===== config.mk =====
export PLATFORM = sky130hd
export DESIGN_NAME = rob_commit_unit
export DESIGN_NICKNAME = d
export VERILOG_FILES = /design/src/rtl/rob_pkg.sv /design/src/rtl/rob_store_queue.sv /design/src/rtl/rob_commit_unit.sv
export SDC_FILE = /design/constraint.sdc
export NUM_CORES = 1
export LEC_CHECK = 0
export CORE_MARGIN = 2
export CORE_UTILIZATION = 60
export CTS_BUF_LIST = sky130_fd_sc_hd__clkbuf_8
export DETAILED_ROUTE_END_ITERATION = 8
export HOLD_SLACK_MARGIN = 0.06
export PLACE_DENSITY = 0.85
export REMOVE_ABC_BUFFERS = 1
export SYNTH_ARGS = -nofsm -noshare
export SYNTH_HDL_FRONTEND = slang
export SYNTH_SLANG_ARGS = --single-unit

===== constraint.sdc =====
create_clock -name clk -period 23.8 [get_ports clk]
set_clock_uncertainty 0.2 [all_clocks]
set_input_delay 5.95 -clock clk [delete_from_list [all_inputs] [get_ports clk]]
set_output_delay 5.95 -clock clk [all_outputs]
set_load 0.005 [all_outputs]

===== src/rtl/rob_pkg.sv =====
// Shared widths, drain FSM encoding and store-queue entry layout for the ROB commit unit.
package rob_pkg;

  localparam int DATA_W  = 64;
  localparam int ADDR_W  = 48;
  localparam int REG_W   = 5;
  localparam int ENTRY_W = 3;

  typedef enum logic {
    S_IDLE = 1'b0,
    S_REQ  = 1'b1
  } drain_state_t;

  typedef struct packed {
    logic [ADDR_W-1:0] addr;
    logic [DATA_W-1:0] data;
  } sq_entry_t;

endpackage


===== src/rtl/rob_store_queue.sv =====
// In-order circular store queue; exposes the head and the entry behind it so the
// drain side can issue back-to-back requests.
module rob_store_queue #(
  parameter int ENTRY_BITS = 112,
  parameter int DEPTH      = 4,
  localparam int PTR_W     = $clog2(DEPTH),
  localparam int CNT_BITS  = PTR_W + 1
) (
  input  logic                  clk,
  input  logic                  rst,
  input  logic                  i_push,
  input  logic [ENTRY_BITS-1:0] i_push_data,
  input  logic                  i_pop,
  output logic                  o_full,
  output logic                  o_empty,
  output logic [CNT_BITS-1:0]   o_count,
  output logic [ENTRY_BITS-1:0] o_head,
  output logic [ENTRY_BITS-1:0] o_next_head
);

  logic [ENTRY_BITS-1:0] r_mem [DEPTH];
  logic [PTR_W-1:0]      r_wr_ptr;
  logic [PTR_W-1:0]      r_rd_ptr;
  logic [CNT_BITS-1:0]   r_count;
  logic                  w_push;
  logic                  w_pop;

  assign o_full  = (r_count == CNT_BITS'(DEPTH));
  assign o_empty = (r_count == '0);
  assign o_count = r_count;
  assign w_push  = i_push & ~o_full;
  assign w_pop   = i_pop & ~o_empty;

  // Power-of-two depth lets the pointers wrap by plain overflow.
  always_ff @(posedge clk or posedge rst) begin
    if (rst) begin
      r_wr_ptr <= '0;
      r_rd_ptr <= '0;
      r_count  <= '0;
    end else begin
      if (w_push) r_wr_ptr <= r_wr_ptr + PTR_W'(1);
      if (w_pop)  r_rd_ptr <= r_rd_ptr + PTR_W'(1);
      case ({w_push, w_pop})
        2'b10:   r_count <= r_count + CNT_BITS'(1);
        2'b01:   r_count <= r_count - CNT_BITS'(1);
        default: r_count <= r_count;
      endcase
    end
  end

  always_ff @(posedge clk) begin
    if (w_push) r_mem[r_wr_ptr] <= i_push_data;
  end

  assign o_head      = r_mem[r_rd_ptr];
  assign o_next_head = r_mem[r_rd_ptr + PTR_W'(1)];

endmodule


===== src/rtl/rob_commit_unit.sv =====
// Retires ROB commits: register commits go to the RF write port, stores queue up and
// drain to data memory over req/ack. Handshake: a store moves when mem_req && mem_ack at a rising edge.
module rob_commit_unit #(
  parameter int DATA_W   = rob_pkg::DATA_W,
  parameter int ADDR_W   = rob_pkg::ADDR_W,
  parameter int REG_W    = rob_pkg::REG_W,
  parameter int SQ_DEPTH = 4,
  parameter int CNT_W    = 32
) (
  input  logic                         clk,
  input  logic                         rst,
  input  logic                         commit_ready_reg,
  input  logic                         commit_ready_mem,
  input  logic [DATA_W-1:0]            Data,
  input  logic [REG_W-1:0]             Destination_in,
  input  logic [ADDR_W-1:0]            Address_in,
  input  logic [rob_pkg::ENTRY_W-1:0]  Entry_num,
  output logic                         commit_stall,
  output logic                         rf_we,
  output logic [REG_W-1:0]             rf_waddr,
  output logic [DATA_W-1:0]            rf_wdata,
  output logic                         mem_req,
  output logic [ADDR_W-1:0]            mem_addr,
  output logic [DATA_W-1:0]            mem_wdata,
  input  logic                         mem_ack,
  output logic                         retire_valid,
  output logic [rob_pkg::ENTRY_W-1:0]  retire_entry,
  output logic [CNT_W-1:0]             retire_count,
  output logic                         protocol_err,
  output logic                         drained,
  output logic                         dbg_state
);

  import rob_pkg::*;

  localparam int PTR_W    = $clog2(SQ_DEPTH);
  localparam int CNT_BITS = PTR_W + 1;
  localparam int EW       = ADDR_W + DATA_W;

  logic [CNT_BITS-1:0] w_sq_count;
  logic                w_sq_full;
  logic                w_sq_empty;
  logic [EW-1:0]       w_head;
  logic [EW-1:0]       w_next_head;
  logic                w_accept_reg;
  logic                w_accept_mem;
  logic                w_accept;
  logic                w_err_now;
  logic                w_more;
  logic                w_pop;
  logic                w_load;
  logic [EW-1:0]       w_load_data;
  drain_state_t        r_state;
  drain_state_t        w_next_state;

  logic [REG_W-1:0]    r_rf_waddr;
  logic [DATA_W-1:0]   r_rf_wdata;
  logic                r_rf_we;
  logic [ADDR_W-1:0]   r_mem_addr;
  logic [DATA_W-1:0]   r_mem_wdata;
  logic                r_retire_valid;
  logic [ENTRY_W-1:0]  r_retire_entry;
  logic [CNT_W-1:0]    r_retire_count;
  logic                r_protocol_err;

  assign commit_stall = w_sq_full;

  // A register commit wins when both strobes arrive together.
  assign w_accept_reg = commit_ready_reg & ~w_sq_full;
  assign w_accept_mem = commit_ready_mem & ~commit_ready_reg & ~w_sq_full;
  assign w_accept     = w_accept_reg | w_accept_mem;
  assign w_err_now    = ((commit_ready_reg | commit_ready_mem) & w_sq_full)
                      | (commit_ready_reg & commit_ready_mem);

  rob_store_queue #(
    .ENTRY_BITS (EW),
    .DEPTH      (SQ_DEPTH)
  ) u_sq (
    .clk         (clk),
    .rst         (rst),
    .i_push      (w_accept_mem),
    .i_push_data ({Address_in, Data}),
    .i_pop       (w_pop),
    .o_full      (w_sq_full),
    .o_empty     (w_sq_empty),
    .o_count     (w_sq_count),
    .o_head      (w_head),
    .o_next_head (w_next_head)
  );

  assign w_more = (w_sq_count > CNT_BITS'(1));

  always_ff @(posedge clk or posedge rst) begin
    if (rst) r_state <= S_IDLE;
    else     r_state <= w_next_state;
  end

  // A store pushed on the same edge as the last pop is forwarded straight into the request.
  always_comb begin
    w_next_state = r_state;
    w_pop        = 1'b0;
    w_load       = 1'b0;
    w_load_data  = w_head;
    case (r_state)
      S_IDLE: begin
        if (!w_sq_empty) begin
          w_next_state = S_REQ;
          w_load       = 1'b1;
        end
      end
      S_REQ: begin
        if (mem_ack) begin
          w_pop = 1'b1;
          if (w_more || w_accept_mem) begin
            w_load      = 1'b1;
            w_load_data = w_more ? w_next_head : {Address_in, Data};
          end else begin
            w_next_state = S_IDLE;
          end
        end
      end
      default: w_next_state = S_IDLE;
    endcase
  end

  always_ff @(posedge clk or posedge rst) begin
    if (rst) begin
      r_mem_addr     <= '0;
      r_mem_wdata    <= '0;
      r_rf_we        <= 1'b0;
      r_rf_waddr     <= '0;
      r_rf_wdata     <= '0;
      r_retire_valid <= 1'b0;
      r_retire_entry <= '0;
      r_retire_count <= '0;
      r_protocol_err <= 1'b0;
    end else begin
      if (w_load) {r_mem_addr, r_mem_wdata} <= w_load_data;
      r_rf_we <= w_accept_reg;
      if (w_accept_reg) begin
        r_rf_waddr <= Destination_in;
        r_rf_wdata <= Data;
      end
      r_retire_valid <= w_accept;
      if (w_accept) begin
        r_retire_entry <= Entry_num;
        r_retire_count <= r_retire_count + CNT_W'(1);
      end
      if (w_err_now) r_protocol_err <= 1'b1;
    end
  end

  assign rf_we        = r_rf_we;
  assign rf_waddr     = r_rf_waddr;
  assign rf_wdata     = r_rf_wdata;
  assign mem_req      = (r_state == S_REQ);
  assign mem_addr     = r_mem_addr;
  assign mem_wdata    = r_mem_wdata;
  assign retire_valid = r_retire_valid;
  assign retire_entry = r_retire_entry;
  assign retire_count = r_retire_count;
  assign protocol_err = r_protocol_err;
  assign drained      = w_sq_empty && (r_state == S_IDLE);
  assign dbg_state    = r_state;

endmodule


# Yosys cells after proc, flatten, opt, wreduce, memory -nomap -nowiden
# Memory sizes are Yosys's and may differ from the RTL's.
# Index checks and enable logic that the tools add are counted.
# op_classes
order_cmp	1
n_eq_ne	3
n_addsub	5
bitwise_logic	14
n_mul	0
div	0
shift	0
reduce_logical	4
muxes	15
# ops
op	count
$mux 112	4
$add 32x1->32 const B	1
$mux 1	8
$and 1x1->1	7
$pmux 3 s2	1
$add 2x1->2 const B	2
$not 1->1	4
$pmux 1 s2	2
$add 3x1->3 const B	1
$eq 3x3->1 const B	1
$gt 3x1->1 const B	1
$logic_not 3->1	1
$or 1x1->1	3
$sub 3x1->3 const B	1
$eq 2x1->1 const B	1
$eq 2x2->1 const B	1
$reduce_bool 2->1	1
$logic_and 1x1->1	1
$logic_or 1x1->1	1
# word_totals
out_inout_bits	223
wordCells	56
n_memories	1
latchBits	0
ram_bits	448
romBits	0
reg_bits	227
# mem_list
name	words	width	rd	rd_clocked_by_memory_dff	write_ports	line	rtl
u_sq.r_mem	4	112	2	0	1	rob_store_queue.sv:21	logic [ENTRY_BITS-1:0] r_mem [DEPTH];

# Longest topological paths before layout
# Gate-level depths: netlist of the first run.
# logic_depth
depth_word	7
ltp_mapped	10

# By module
# From an unflattened synthesis of the first run, not the netlist that was laid out.
# unflattened
hier_cells	1825
area_unflattened_um2	29926.2
# modules_own_cells
module	area_per_inst_um2	instances	seq_area_each_um2	cells_per_inst
rob_store_queue	19276.0	1	13628.1	760
rob_commit_unit	10650.2	1	5505.3	1065

# Worst setup path before layout of the first run
# No wires, ideal clock.
# synth_timing
path_kind	input -> register
startpoint	input port commit_ready_mem
endpoint	memory u_sq.r_mem[0][0], enable pin
stages	4
arrival_time_ns	9.135
path_buffers	2
path_slack_ns	13.980
cell_sequence	nor2b_1 buf_2 clkbuf_1 and3_1
# synth_via
elab_chain_cells	5
# synth_lines
item	line	rtl
start: declaration	rob_commit_unit.sv:13	input logic commit_ready_mem,
$and 1x1->1 (2 in series)	rob_commit_unit.sv:70	assign w_accept_mem = commit_ready_mem & ~commit_ready_reg & ~w_sq_full;
$and 1x1->1	rob_store_queue.sv:31	assign w_push = i_push & ~o_full;
$mux 1	rob_store_queue.sv:52	if (w_push) r_mem[r_wr_ptr] <= i_push_data;
$mux 1 (implied by the code)	rob_store_queue.sv:52	
end: declaration	rob_store_queue.sv:21	
# Every way passes these cells.

# Worst setup path in the final report of the first run
# layout_timing
startpoint	input port commit_ready_mem
endpoint	memory u_sq.r_mem[3][97], enable pin
# The elaborated chain is that of the path after synthesis.

==> results_dict.tcl, run 1 <==
set metrics [dict create \
    cts_resized 0 \
    synth-async-reset-ratio_pct 33.6 \
    die_h_um 228 \
    dp_hpwl_um 44900 \
    synth_most_common_cell "edfxtp_1" \
    period_share_pct 39.5 \
    synth_area_per_cell_sq_um 16.2 \
    grt_pass1_vias 20900 \
    gp_congestion 0.789 \
    ios 348 \
    report.final.slew_viol_count 0 \
    fin_nets 2315 \
    crit_cells 4 \
    cts_root_buffer "clkbuf_8" \
    antenna_found_initial 6 \
    path_cells "clkdlybuf4s50_1 > nor2b_4 > and3_4 > buf_4" \
    status "finished, final reports clean" \
    critPathSlowestCell "and3_4" \
    rsz0062_at_grt "false" \
    clkLatencyLatePin_ns 0.70 \
    yosys.area.top_type "edfxtp_1" \
    track_usage_pct 30.1 \
    gr-total-overflow 0 \
    crit_required_ns 23.91 \
    worst_pin_slew_ns 1.32 \
    cts-hold-fix-buffers 0 \
    path_buf_inv 2 \
    synth_edf_count 448 \
    final_cells 2944 \
    coreArea_sq_um 50000 \
    dr.pass1.iters 8 \
    syn-cell-area_sq_um 30200 \
    worstSetupStartpointType "input port" \
    dr_total_vias 19900 \
    synthDistinctLibCells 49 \
    synth_ff_type "edfxtp_1" \
    fin_crit_ns 9.41 \
    worstPathArrival_ns 9.52 \
    power_density_nw_per_um2 124 \
    min_path_cells 2 \
    fp.dieW_um 228 \
    synth_top_area_share_pct 44.5 \
    routedWlPerCell_um 26.8 \
    synthCells 1866 \
    cts_num_sinks 675 \
    grt_max_degree 97 \
    floorplan.initialDensity_pct 60.5 \
    hold_start "mem_addr[38]$_DFFE_PP0P_" \
    critPathMaxFanout 63 \
    clockBufferDepth 3 \
    power.leakage_nw 12.7 \
    cts_tree "done" \
    ys_ff_latch 675 \
    synth-seq-area-share_pct 63.3 \
    postCtsSetupBuffers 0 \
    cap_violations 0 \
    timing.critical_path.from "commit_ready_mem" \
    cts_buffers 104 \
    critPathMaxStageDelay_ns 1.07 \
    num_rows 82 \
    place_inst 2746 \
    detail_route.iter0.violations 1952 \
    worstReg2RegStart "dbg_state$_DFF_PP0_" \
    ys_top_cells_by_area "edfxtp_1, dfrtp_1, mux4_2, mux2_2, a21oi_1" \
    place_ws_ns 13.75 \
    slew_headroom_pct 11.7 \
    die_area_sq_um 52200 \
    route.detailed.drc 0 \
    ir_drop_uv 87.5 \
    hold_viol 0 \
    grt_pass1_wl_um 121000 \
    fmax_mhz 106 \
    synthToLayoutAreaGrowth_pct 20.0 \
    drt-vias-per-instance 6.76 \
    ant_nets 0 \
    worst-r2r-cell-count 5 \
    fin_ws_ns 14.39 \
    clk_pin_slew_ns 0.06 \
    crit_type "in2reg" \
    setup_viol 0 \
    htreeDepth 3 \
    worstHoldPathType "reg2reg" \
    critPathTopFamily "simple AND/OR/NAND/NOR gates" \
    wirelength_um 78900 \
    critPathCaptureType "register" \
    synth.cells.most_frequent "edfxtp_1, dfrtp_1, mux4_2" \
    yosysWarningCount 0 \
    fin_tns_setup_ns 0 \
    portBuffers 347 \
    layout-drive-gt1-share_pct 22.5 \
]
-- registers in the layout (all words and copies together) (netlist names), 2 cells and up --
| signal | flops |
|---|---|
| mem_addr | 48 |
| mem_wdata | 64 |
| u_sq.r_rd_ptr | 2 |
| rf_wdata | 64 |
| rf_waddr | 5 |
| retire_entry | 3 |
| u_sq.r_wr_ptr | 2 |
| retire_count | 32 |
| u_sq.o_count | 3 |
| u_sq.r_mem | 448 |
-- per-layer routing --
layer	track usage, %	share of wire, %
met1	40.1	38
met2	48.9	50
met3	6.74	9.6
met4	12.3	2.9
met5	0	0.056
-- metrics by stage --
step                utilization, %  power, mW  hold WS, ns  area, sq um
finish                        72.6       4.51        0.280        36300
global route                  72.6       4.71        0.299        36300
CTS                           72.6       4.52        0.283        36300
detailed placement            68.3       3.53        0.266        34100
global placement              68.3       3.45        0.257        34100
floorplan                        -       3.04        0.265        29500
-- path summary, 6_finish.rpt --
kind / endpoint / slack, ns
worst max register to register: mem_wdata[29]$_DFFE_PP0P_ / 20.02
min in group asynchronous: mem_wdata[35]$_DFFE_PP0P_ / 5.55
worst max-delay path: u_sq.r_mem[3][97]$_DFFE_PP_ / 14.39
worst min-delay path: mem_addr[38]$_DFFE_PP0P_ / 0.28
worst min register to register: mem_addr[38]$_DFFE_PP0P_ / 0.28
max in group asynchronous: mem_addr[7]$_DFFE_PP0P_ / 16.35
-- cells by family (layout without fill, tap and decap cells) --
group,after synthesis,in the layout,share of synthesized area (%)
other,0,3,0
AO/OA/AOI/OAI,344,344,7.49
adder cells (fa/ha/maj),11,11,0.447
XOR/XNOR,37,37,1.07
buffers and inverters,179,582,2.60
AND/OR/NAND/NOR,322,322,5.67
flip-flops,675,675,63.3
multiplexers,298,298,19.4
-- cell usage in the layout (no fill, tap or decap), types with 14 or more instances in the layout --
cell | synthesis | final
clkinv_2 | 0 | 24
buf_4 | 7 | 26
xnor2_1 | 15 | 15
mux4_2 | 224 | 224
a221oi_1 | 16 | 16
o21a_1 | 64 | 64
nor2_1 | 73 | 72
xor2_1 | 22 | 22
inv_1 | 13 | 32
a221o_1 | 21 | 21
clkdlybuf4s50_1 | 0 | 347
edfxtp_1 | 448 | 448
nand2_1 | 81 | 80
and4_1 | 14 | 14
or4_1 | 17 | 17
o31ai_1 | 64 | 64
nand4_1 | 27 | 27
a21oi_1 | 112 | 112
clkbuf_8 | 0 | 120
clkinv_1 | 0 | 19
o21ai_0 | 49 | 49
mux2_2 | 73 | 73
dfrtp_1 | 227 | 224
nor4_1 | 68 | 68
-- power breakdown --
group / internal (mW) / switching (mW) / total (mW)
combinational: 0.907 / 0.902 / 1.81
sequential: 1.51 / 0.207 / 1.71
clock: 0.527 / 0.456 / 0.983
-- tightest hold or removal path, stage by stage, from the launching register on --
cell and delay, ns:
dfrtp_1 0.34, nand2_1 0.05, o31ai_1 0.05
-- layout make-up --
type,instances,area [sq um]
multi-input cells,1012,10400
flip-flops and latches,675,19100
clock buffers,120,1650
fillers,3037,13700
inverters,14,62.6
well taps,672,841
clock inverters,75,492
diodes,3,7.51
repair buffers,373,3670
(Power assumes the default switching activity.)
==> inputs of run 2 (changes only) <==
Settings changed: CORE_UTILIZATION 60 to 53, PLACE_DENSITY 0.85 to 0.79.
Clock period 23.8 ns to 7.58 ns, I/O delays scaled along.
==> results_dict.tcl, run 2 (synthesized netlist as in run 1, its figures left out) <==
set metrics [dict create \
    fp.dieW_um 243 \
    clkLatencyLatePin_ns 0.72 \
    num_rows 87 \
    largest_reg_flops 448 \
    fin_crit_ns 4.99 \
    fmax_mhz 200 \
    path_cells "nand2_1 > inv_1 > clkdlybuf4s50_1" \
    path_buf_inv 2 \
    critPathTopFamily "flip-flops" \
    top_register "u_sq.r_mem" \
    layout-drive-gt1-share_pct 22.4 \
    synthToLayoutAreaGrowth_pct 20.9 \
    track_usage_pct 26.4 \
    gp_congestion 0.777 \
    hold_viol 0 \
    wl_met3_um 7210 \
    topRoutingLayerUsed "met4" \
    critPathMaxFanout 59 \
    slew_headroom_pct 20.0 \
    critPathMaxStageDelay_ns 0.97 \
    rsz0062_at_grt "false" \
    cap_violations 0 \
    fin_nets 2325 \
    dr.pass1.iters 7 \
    cts_resized 0 \
    critPathCaptureType "primary output" \
    grt_pass1_wl_um 120000 \
    setup_viol 0 \
    rrSetupSlack_ns 3.58 \
    routedWlPerCell_um 25.7 \
    status "finished, final reports clean" \
    ant_nets 0 \
    critPathSlowestCell "dfrtp_4" \
    route.detailed.drc 0 \
    place_ws_ns 1.99 \
    floorplan.initialDensity_pct 53.6 \
    worstPathArrival_ns 2.89 \
    cts_num_sinks 675 \
    period_share_pct 65.8 \
    mostFrequentLayoutCell "edfxtp_1" \
    fin_ws_ns 2.59 \
    power.leakage_nw 12.8 \
    clockBufferDepth 3 \
    place_area_sq_um 34300 \
    wirelength_um 78200 \
    htreeDepth 3 \
    portBuffers 347 \
    cts_root_buffer "clkbuf_8" \
    nFillCells 3973 \
    die_h_um 243 \
    dp_hpwl_um 44800 \
    dr_total_vias 19600 \
    crit_required_ns 5.49 \
    clk_pin_slew_ns 0.07 \
    detail_route.iter0.violations 1755 \
    met1_length_um 29900 \
    report.final.slew_viol_count 0 \
    gr-total-overflow 0 \
    ios 348 \
    antenna_found_initial 4 \
    cts-hold-fix-buffers 0 \
    drt-vias-per-instance 6.43 \
    worstSetupStartpointType "register" \
    grt_pass1_vias 20500 \
    cts_buffers 109 \
    worstHoldPathType "reg2reg" \
    grt_max_degree 127 \
    worst_pin_slew_ns 1.20 \
    crit_type "reg2out" \
    mostFrequentLayoutCells "edfxtp_1, clkdlybuf4s50_1, mux4_2, dfrtp_1, clkbuf_8" \
    ir_drop_uv 277 \
    stdcell_area_sq_um 36600 \
    wl_met2_um 39200 \
    cts_tree "done" \
    postCtsSetupBuffers 0 \
    coreArea_sq_um 56400 \
    die_area_sq_um 59000 \
    power_density_nw_per_um2 388 \
]
## run 2: stage by stage
step | power, mW | cells | util, % | hold slack, ns | TNS (ns)
floorplan | 9.46 | 1701 | - | 0.265 | -780.87
global placement | 10.9 | 2835 | 60.9 | 0.257 | 0
detailed placement | 11.1 | 2835 | 60.9 | 0.267 | 0
CTS | 14.2 | 3042 | 64.8 | 0.280 | 0
global route | 14.9 | 3045 | 64.8 | 0.295 | 0
finish | 14.2 | 3046 | 64.8 | 0.274 | 0
## run 2: worst paths after layout
check / startpoint / end / cells past startpoint
max: u_sq.o_count[2]$_DFFE_PP0P_ / commit_stall / 3
max in group asynchronous: rst / mem_addr[44]$_DFFE_PP0P_ / 3
min reg2reg: mem_addr[47]$_DFFE_PP0P_ / mem_addr[47]$_DFFE_PP0P_ / 2
min: mem_addr[47]$_DFFE_PP0P_ / mem_addr[47]$_DFFE_PP0P_ / 2
min in group asynchronous: rst / rf_wdata[56]$_DFFE_PP0P_ / 2
max reg2reg: u_sq.o_count[1]$_DFFE_PP0P_ / mem_wdata[21]$_DFFE_PP0P_ / 7
## run 2: where the power goes
group          leakage, nW  internal, mW  switching (mW)  total, mW
logic                 4.76          2.86            2.78       5.64
clock network         1.27          1.70            1.47       3.17
registers             6.79          4.73           0.646       5.38
total                 12.8          9.30            4.89       14.2
## run 2: area by class of cell
class	count	area, sq um	area share [%]
diodes	4	10.0	0.0274
inverters	14	62.6	0.171
repair buffers	378	3760	10.3
flip-flops and latches	675	19100	52.4
clock buffers	124	1710	4.67
multi-input cells	1012	10400	28.5
well taps	756	946	2.59
clock inverters	83	517	1.41
## run 2: worst register-to-register path, delay by kind of cell (launching register included)
family                     cells  cell delay (ns)
adders and majority gates      1             0.21
AOI/OAI and AO/OA              3             1.59
DFF                            1             0.48
buffers and inverters          3             1.38
## run 2: routing by layer
layer	up-vias	GRT usage [%]
met5	-	0
li1	8211	-
met3	122	5.88
met4	0	9.58
met2	1112	43.5
met1	10200	34.9
